$ cat src/rtl/mul_result_fifo_bf16.sv
// mul_result_fifo_bf16
// Collector for the bf16 multiplier pipeline. It captures results without
// stalling, holds them in a first-word-fall-through FIFO and offers them to
// the consumer over valid/ready. Credit accounting (count + in_flight) keeps a
// compliant issuer from launching a multiply whose result would find the FIFO
// full.
// Optional feature: define MUL_RESULT_NAN_COUNT_EN to build the saturating
// counter of accepted NaN results. Otherwise nan_count is tied to zero.
module mul_result_fifo_bf16 #(
  parameter int DEPTH = 8,
  parameter int AW    = 3,
  parameter int CNT_W = 8
) (
  input  logic             clk,
  input  logic             rst,
  input  logic             issue,
  output logic             can_issue,
  input  logic [15:0]      z_in,
  input  logic             z_in_stb,
  output logic [15:0]      m_data,
  output logic             m_valid,
  input  logic             m_ready,
  output logic [AW:0]      count,
  output logic [AW:0]      in_flight,
  output logic             overflow,
  output logic             protocol_err,
  output logic [CNT_W-1:0] nan_count
);

  localparam logic [AW:0] FULL = (AW+1)'(DEPTH);

  // Storage is deliberately left out of reset so it can map onto plain RAM.
  logic [15:0] mem [DEPTH];

  logic [AW-1:0] wr_ptr_reg, wr_ptr_next;
  logic [AW-1:0] rd_ptr_reg, rd_ptr_next;
  logic [AW:0]   count_reg, count_next;
  logic [AW:0]   in_flight_reg, in_flight_next;
  logic          overflow_reg, overflow_next;
  logic          protocol_err_reg, protocol_err_next;

  logic          rd_en;
  logic          wr_en;
  logic [AW+1:0] credit_sum;

  // A full FIFO still accepts a write when a read frees a slot in the same cycle.
  assign rd_en = m_valid && m_ready;
  assign wr_en = z_in_stb && ((count_reg != FULL) || rd_en);

  // Credits come from registered state only, so there is no path from
  // m_ready or issue into can_issue.
  assign credit_sum = {1'b0, count_reg} + {1'b0, in_flight_reg};
  assign can_issue  = credit_sum < {1'b0, FULL};

  assign m_valid      = (count_reg != '0);
  assign m_data       = m_valid ? mem[rd_ptr_reg] : 16'h0000;
  assign count        = count_reg;
  assign in_flight    = in_flight_reg;
  assign overflow     = overflow_reg;
  assign protocol_err = protocol_err_reg;

  // Next-state logic for pointers, occupancy, credits and sticky flags.
  always_comb begin
    wr_ptr_next       = wr_ptr_reg;
    rd_ptr_next       = rd_ptr_reg;
    count_next        = count_reg;
    in_flight_next    = in_flight_reg;
    overflow_next     = overflow_reg;
    protocol_err_next = protocol_err_reg;

    if (wr_en) wr_ptr_next = wr_ptr_reg + AW'(1);
    if (rd_en) rd_ptr_next = rd_ptr_reg + AW'(1);

    case ({wr_en, rd_en})
      2'b10:   count_next = count_reg + (AW+1)'(1);
      2'b01:   count_next = count_reg - (AW+1)'(1);
      default: count_next = count_reg;
    endcase

    // Issue and return in the same cycle cancel. A return with nothing
    // outstanding keeps the credit count at zero. Over-issue saturates.
    case ({issue, z_in_stb})
      2'b10: if (in_flight_reg != FULL) in_flight_next = in_flight_reg + (AW+1)'(1);
      2'b01: if (in_flight_reg != '0)   in_flight_next = in_flight_reg - (AW+1)'(1);
      default: in_flight_next = in_flight_reg;
    endcase

    if (z_in_stb && !wr_en) overflow_next = 1'b1;
    if ((issue && !can_issue) || (z_in_stb && (in_flight_reg == '0)))
      protocol_err_next = 1'b1;
  end

  // State registers with asynchronous clear.
  always_ff @(posedge clk or posedge rst) begin
    if (rst) begin
      wr_ptr_reg       <= '0;
      rd_ptr_reg       <= '0;
      count_reg        <= '0;
      in_flight_reg    <= '0;
      overflow_reg     <= 1'b0;
      protocol_err_reg <= 1'b0;
    end else begin
      wr_ptr_reg       <= wr_ptr_next;
      rd_ptr_reg       <= rd_ptr_next;
      count_reg        <= count_next;
      in_flight_reg    <= in_flight_next;
      overflow_reg     <= overflow_next;
      protocol_err_reg <= protocol_err_next;
    end
  end

  // Result storage write port.
  always_ff @(posedge clk) begin
    if (wr_en) mem[wr_ptr_reg] <= z_in;
  end

`ifdef MUL_RESULT_NAN_COUNT_EN
  logic             is_nan;
  logic [CNT_W-1:0] nan_count_reg;

  // NaN: all-ones exponent with a non-zero mantissa. Infinity is excluded.
  assign is_nan    = (&z_in[14:7]) && (|z_in[6:0]);
  assign nan_count = nan_count_reg;

  // Saturating count of NaNs that were actually stored. Dropped words do not count.
  always_ff @(posedge clk or posedge rst) begin
    if (rst) begin
      nan_count_reg <= '0;
    end else if (wr_en && is_nan && (nan_count_reg != '1)) begin
      nan_count_reg <= nan_count_reg + CNT_W'(1);
    end
  end
`else
  assign nan_count = '0;
`endif

endmodule

$ cat config.mk
export PLATFORM = sky130hd
export DESIGN_NAME = mul_result_fifo_bf16
export DESIGN_NICKNAME = d
export VERILOG_FILES = /design/src/rtl/mul_result_fifo_bf16.sv
export SDC_FILE = /design/constraint.sdc
export NUM_CORES = 1
export LEC_CHECK = 0
export CAP_MARGIN = 20
export CORE_UTILIZATION = 50
export DETAILED_ROUTE_END_ITERATION = 16
export GPL_TIMING_DRIVEN = 1
export PLACE_DENSITY_LB_ADDON = 0.15
export SLEW_MARGIN = 25
export SYNTH_ARGS = -nofsm -noshare
export SYNTH_HDL_FRONTEND = slang
export SYNTH_SLANG_ARGS = --single-unit
$ cat constraint.sdc
create_clock -name clk -period 3.9 [get_ports clk]
set_clock_uncertainty 0.15 [all_clocks]
set_input_delay 0.78 -clock clk [delete_from_list [all_inputs] [get_ports clk]]
set_output_delay 0.78 -clock clk [all_outputs]
set_load 0.005 [all_outputs]
; ---- Yosys cells after proc, flatten, opt, wreduce, memory -nomap -nowiden
; Memories as Yosys holds them, arrays and structs flattened.
; Cells that the tools add are included.
; Widths: inputs -> output; s select.
[classes]
magnitude_cmp = 1
mux = 7
n_eq_ne = 8
add_sub_neg = 7
reduce_logical = 15
[ops]
columns = cell, n
row1 = $mux 16, 1
row2 = $pmux 4 s2, 2
row3 = $add 4x1->4 const B, 2
row4 = $mux 4, 2
row5 = $ne 4x4->1 const B, 2
row6 = $reduce_bool 4->1, 2
row7 = $sub 4x1->4 const B, 2
row8 = $add 3x1->3 const B, 2
row9 = $add 4x4->5, 1
row10 = $logic_and 1x1->1, 5
row11 = $lt 5x4->1 const B, 1
row12 = $eq 2x1->1 const B, 2
row13 = $eq 2x2->1 const B, 2
row14 = $logic_not 4->1, 1
row15 = $ne 2x2->1 const B, 2
row16 = $reduce_bool 2->1, 2
row17 = $reduce_and 3->1, 1
row18 = $logic_not 1->1, 2
row19 = $logic_or 1x1->1, 2
row20 = $mux 1, 2
[totals]
in_bits = 21
memories = 1
wordCells = 45
ram_bits = 128
register_bits = 16
[mem_list]
columns = name, words, word_bits, read_ports, rd_clocked_by_memory_dff, wr, line
row1 = mem, 8, 16, 1, 0, 1, 33  ; logic [15:0] mem [DEPTH];

; ---- Logic depth before layout (Yosys ltp)
[logic_depth]
word_depth = 6
ltp_mapped = 11

; ---- Worst setup path after synthesis
; OpenSTA, ideal clock, no wires.
[synth_timing]
path_type = input -> register
from = input m_ready
to = memory mem[0][0], enable pin
n_path_buf = 1
cell_stages = 5
setup_slack_ns = 0.864
t_arrival_ns = 2.477
path_cell_list = buf_4 -> nand2b_1 -> o21a_1 -> nand2b_1 -> nor3_1
[synth_between]
elab_chain_cells = 5
[synth_lines]
columns = element, line
row1 = from (decl), 22  ; input logic m_ready,
row2 = $logic_and 1x1->1, 47  ; assign rd_en = m_valid && m_ready;
row3 = $logic_or 1x1->1, 48  ; assign wr_en = z_in_stb && ((count_reg != FULL) || rd_en);
row4 = $logic_and 1x1->1, 48
row5 = $mux 1, 114  ; if (wr_en) mem[wr_ptr_reg] <= z_in;
row6 = $mux 1 (not written as such), 114
row7 = to (decl), 33
; Every way passes these cells.

; ---- Final worst setup path
[layout_timing]
from = register count_reg[0], in the netlist count[0]
to = output m_data[10]
[layout_between]
elab_chain_cells = 2
[layout_lines]
columns = element, line
row1 = from (decl), 37  ; logic [AW:0] count_reg, count_next;
row2 = from (signal assigned), 105  ; count_reg <= count_next;
row3 = $reduce_bool 4->1, 55  ; assign m_valid = (count_reg != '0);
row4 = $mux 16, 56  ; assign m_data = m_valid ? mem[rd_ptr_reg] : 16'h0000;
row5 = to (decl), 20  ; output logic [15:0] m_data,
; Every way passes these cells.

==> results.yml <==
status:
  status: "finished, violations left"
  violations: "design-rule violations"
power:
  combPwrFrac_pct: 33.8
  irDropWorstVdd_mv: 0.409
  p_switching_mw: 1.57
  sw_frac_of_total_pct: 28.8
  leakage_nw: 2.60
  power_mw: 5.45
  power_frac_clock_pct: 26.1
  internal-power_mw: 3.88
  power_density_mw_per_mm2: 746
  power_frac_seq_pct: 40.2
timing:
  finalSetupViolCount: 0
  slew_violations: 0
  max_slew_margin_pct: 43.1
  worst_slew_pin_slew_ns: 0.853
  period_minus_slack_ns: 3.44
  timing.final.crit_share_pct: 88.2
  hold_viol: 0
  tns_ns: 0
  fmax_mhz: 291
  rsz0062_at_grt: "false"
critical_path:
  start_kind: "flip-flop"
  critPathSlowestCell: "or3_1"
  cp-startpoint: "count[0]$_DFFE_PP0P_"
  worstReg2RegStart: "count[0]$_DFFE_PP0P_"
  critPathArrivalTime_ns: 2.51
  rrSetupSlack_ns: 0.86
  worst-path-stages: 5
  cp.buffers_inverters: 2
  r2r_end: "count[3]$_DFFE_PP0P_"
  worst_path_dominant_cell_family: "simple AND/OR/NAND/NOR gates"
  r2r_cells: 10
  crit_path_end_kind: "output pin"
  cp_max_fo: 13
  path_class: "flip-flop to output pin"
  endpoint: "m_data[10]"
  crit_path_cell_trace: "or3_1, nor2_4, buf_4, nor2_1, clkdlybuf4s50_1"
  cpPeakStageDelay_ns: 0.54
  cp.required_ns: 2.97
clock_tree:
  holdBufCountCts: 0
  htreeDepth: 4
  numCtsBuffers: 17
  cts_setup_buffers: 0
  cts_tree: "yes"
  insertion_delay_ns: 0.41
  numClockSinks: 144
  clock_tree.root_cell: "clkbuf_16"
  post_cts_resized: 0
  path_clk_slew_ns: 0.06
  cts_buffer_depth: 2
route:
  drt_wl_total_um: 11100
  drt_iter0_markers: 170
  vias: 3088
  via_per_inst: 5.51
  wire_per_inst_um: 19.9
  drc: 2
  drtAntennaViolNets: 0
  drt_pass1_iterations: 12
synthesis:
  synth.distinct_cells: 41
  ys_seq_area_share_pct: 70.1
  syn_area_sq_mm: 0.00606
  yosysWarnings: 0
  synth_cells: 332
  syn_area_per_cell_sq_um: 18.2
  ys_ff_latch: 144
floorplan:
  ios: 57
  fp.dieArea_sq_mm: 0.0126
  rows: 39
  start_util_pct: 52.2
  die_w_um: 112
  core-area_sq_mm: 0.0116
  die_h_um: 112
global_route:
  overflow: 0
  grt_pass1_wl_um: 17600
  antenna_found_initial: 0
  grt_usage_pct: 19.9
  grt_max_degree: 35
  grt_pass1_vias: 3212
final_layout:
  nets: 438
  register_area_sq_mm: 0.00425
  syn_to_final_growth_pct: 20.6
  n_fill_cell: 850
  final_cells: 560
  antenna_cells: 0
  drive_gt1_share_pct: 20.9
  multi_input_area_sq_mm: 0.00166
  largest_reg_flops: 128
place:
  port_buffers: 48
  dp.cells: 528
  dpl.hpwl_um: 6910
  gp_congestion: 0.718
run:
  maxCapViolCount: 0
min_path:
  hold_path.class: "flip-flop to flip-flop"
## cell families after synthesis
kind of cell / after synthesis / share of synthesized area (%)
AND/OR/NAND/NOR: 57 / 4.44
AO/OA/AOI/OAI: 22 / 2.77
XOR/XNOR: 8 / 1.16
flip-flops: 144 / 70.1
buffers and inverters: 34 / 3.12
adder cells (fa/ha/maj): 13 / 2.93
other: 1 / 0.0619
multiplexers: 53 / 15.5
## worst min path at each step
stage / startpoint / endpoint / slack, ns / cells past startpoint
2_1_floorplan: overflow$_DFFE_PP0P_ / overflow$_DFFE_PP0P_ / 0.32 / 1
3_3_place_gp: protocol_err$_DFFE_PP0P_ / protocol_err$_DFFE_PP0P_ / 0.33 / 2
3_5_place_dp: overflow$_DFFE_PP0P_ / overflow$_DFFE_PP0P_ / 0.33 / 1
4_1_cts: overflow$_DFFE_PP0P_ / overflow$_DFFE_PP0P_ / 0.34 / 1
5_1_grt: protocol_err$_DFFE_PP0P_ / protocol_err$_DFFE_PP0P_ / 0.36 / 2
6_report: protocol_err$_DFFE_PP0P_ / protocol_err$_DFFE_PP0P_ / 0.34 / 2
## synth_stat cells
cell type  count  area share (%)
a2111oi_1      1            0.17
a211o_1        3            0.43
a21o_1         1            0.12
a21oi_1        5            0.41
a31o_2         3            0.43
a31oi_1        1            0.10
a31oi_4        1            0.35
and3_1         1            0.10
buf_1          1           0.062
buf_2          3            0.25
buf_4         13             1.6
buf_6          1            0.19
clkbuf_1       3            0.19
clkbuf_2       1           0.083
conb_1         1           0.062
dfrtp_1       16             6.6
edfxtp_1     128              63
fa_1           2            0.66
ha_1          11             2.3
inv_1         11            0.68
inv_2          1           0.062
mux2_1         1            0.19
mux2_4         1            0.25
mux2i_1       19             3.1
mux4_2        32              12
nand2_1       13            0.81
nand2_4        1            0.19
nand2b_1       4            0.41
nand3_1        5            0.41
nand4_1        1            0.10
nor2_1        23             1.4
nor2_4         1            0.19
nor2b_1        2            0.21
nor3_1         4            0.33
nor3_2         1            0.17
o21a_1         1            0.12
o21ai_0        5            0.41
o22ai_2        1            0.21
or3_1          1            0.10
xnor2_1        6            0.87
xor2_1         2            0.29
## layer usage
| layer | global-route usage [%] | share of wire [%] | up-vias |
|---|---|---|---|
| met4 | 9.69 | 1.6 | 0 |
| met5 | 0 | 0 | - |
| met2 | 31.3 | 49 | 88 |
| met1 | 25.6 | 44 | 1552 |
| met3 | 6.05 | 4.9 | 17 |
| li1 | - | - | 1431 |
## power groups by stage
stage	registers, mW	logic [mW]	clock network, mW
4_1_cts	2.20	1.88	1.45
6_report	2.19	1.84	1.42
3_5_place_dp	2.23	1.87	0
2_1_floorplan	2.08	1.20	0
3_3_place_gp	2.21	1.86	0
5_1_grt	2.23	2.00	1.52
## through the flow
stage | util [%] | cell area, sq um | hold slack, ns | setup WS (ns)
finish | 62.9 | 7300 | 0.339 | 0.461
global route | 62.9 | 7300 | 0.356 | 0.296
CTS | 62.9 | 7300 | 0.338 | 0.410
detailed placement | 58.4 | 6790 | 0.326 | 0.722
global placement | 58.4 | 6790 | 0.328 | 0.818
floorplan | - | 6080 | 0.316 | 0.864
## layout by cell type (no fill, tap or decap), types with 6 or more instances in the layout
master,synthesis,layout
inv_1,11,11
nand2_1,13,13
ha_1,11,11
mux4_2,32,32
mux2i_1,19,19
edfxtp_1,128,128
nor2_1,23,23
conb_1,1,8
clkbuf_1,3,7
dfrtp_1,16,14
xnor2_1,6,6
buf_4,13,18
clkbuf_16,0,17
clkdlybuf4s50_1,0,48
## worst register-to-register path, cell delays in order (launching register included)
cell and delay [ns]:
dfrtp_1 0.42, or3_1 0.54, nor2_4 0.41, inv_2 0.13, nand3_1 0.14, inv_1 0.08, ha_1 0.32, a21oi_1 0.16
nand2_1 0.13, mux2i_1 0.14, a211o_1 0.29
## cell type report
| cell class | count | share of cell area [%] |
|---|---|---|
| flip-flops and latches | 144 | 58.1 |
| multi-input cells | 161 | 22.7 |
| repair buffers | 68 | 8.98 |
| clock buffers | 24 | 6.18 |
| well taps | 143 | 2.45 |
| clock inverters | 8 | 0.891 |
| inverters | 12 | 0.617 |
No activity file was read; power rests on OpenSTA's default activity.
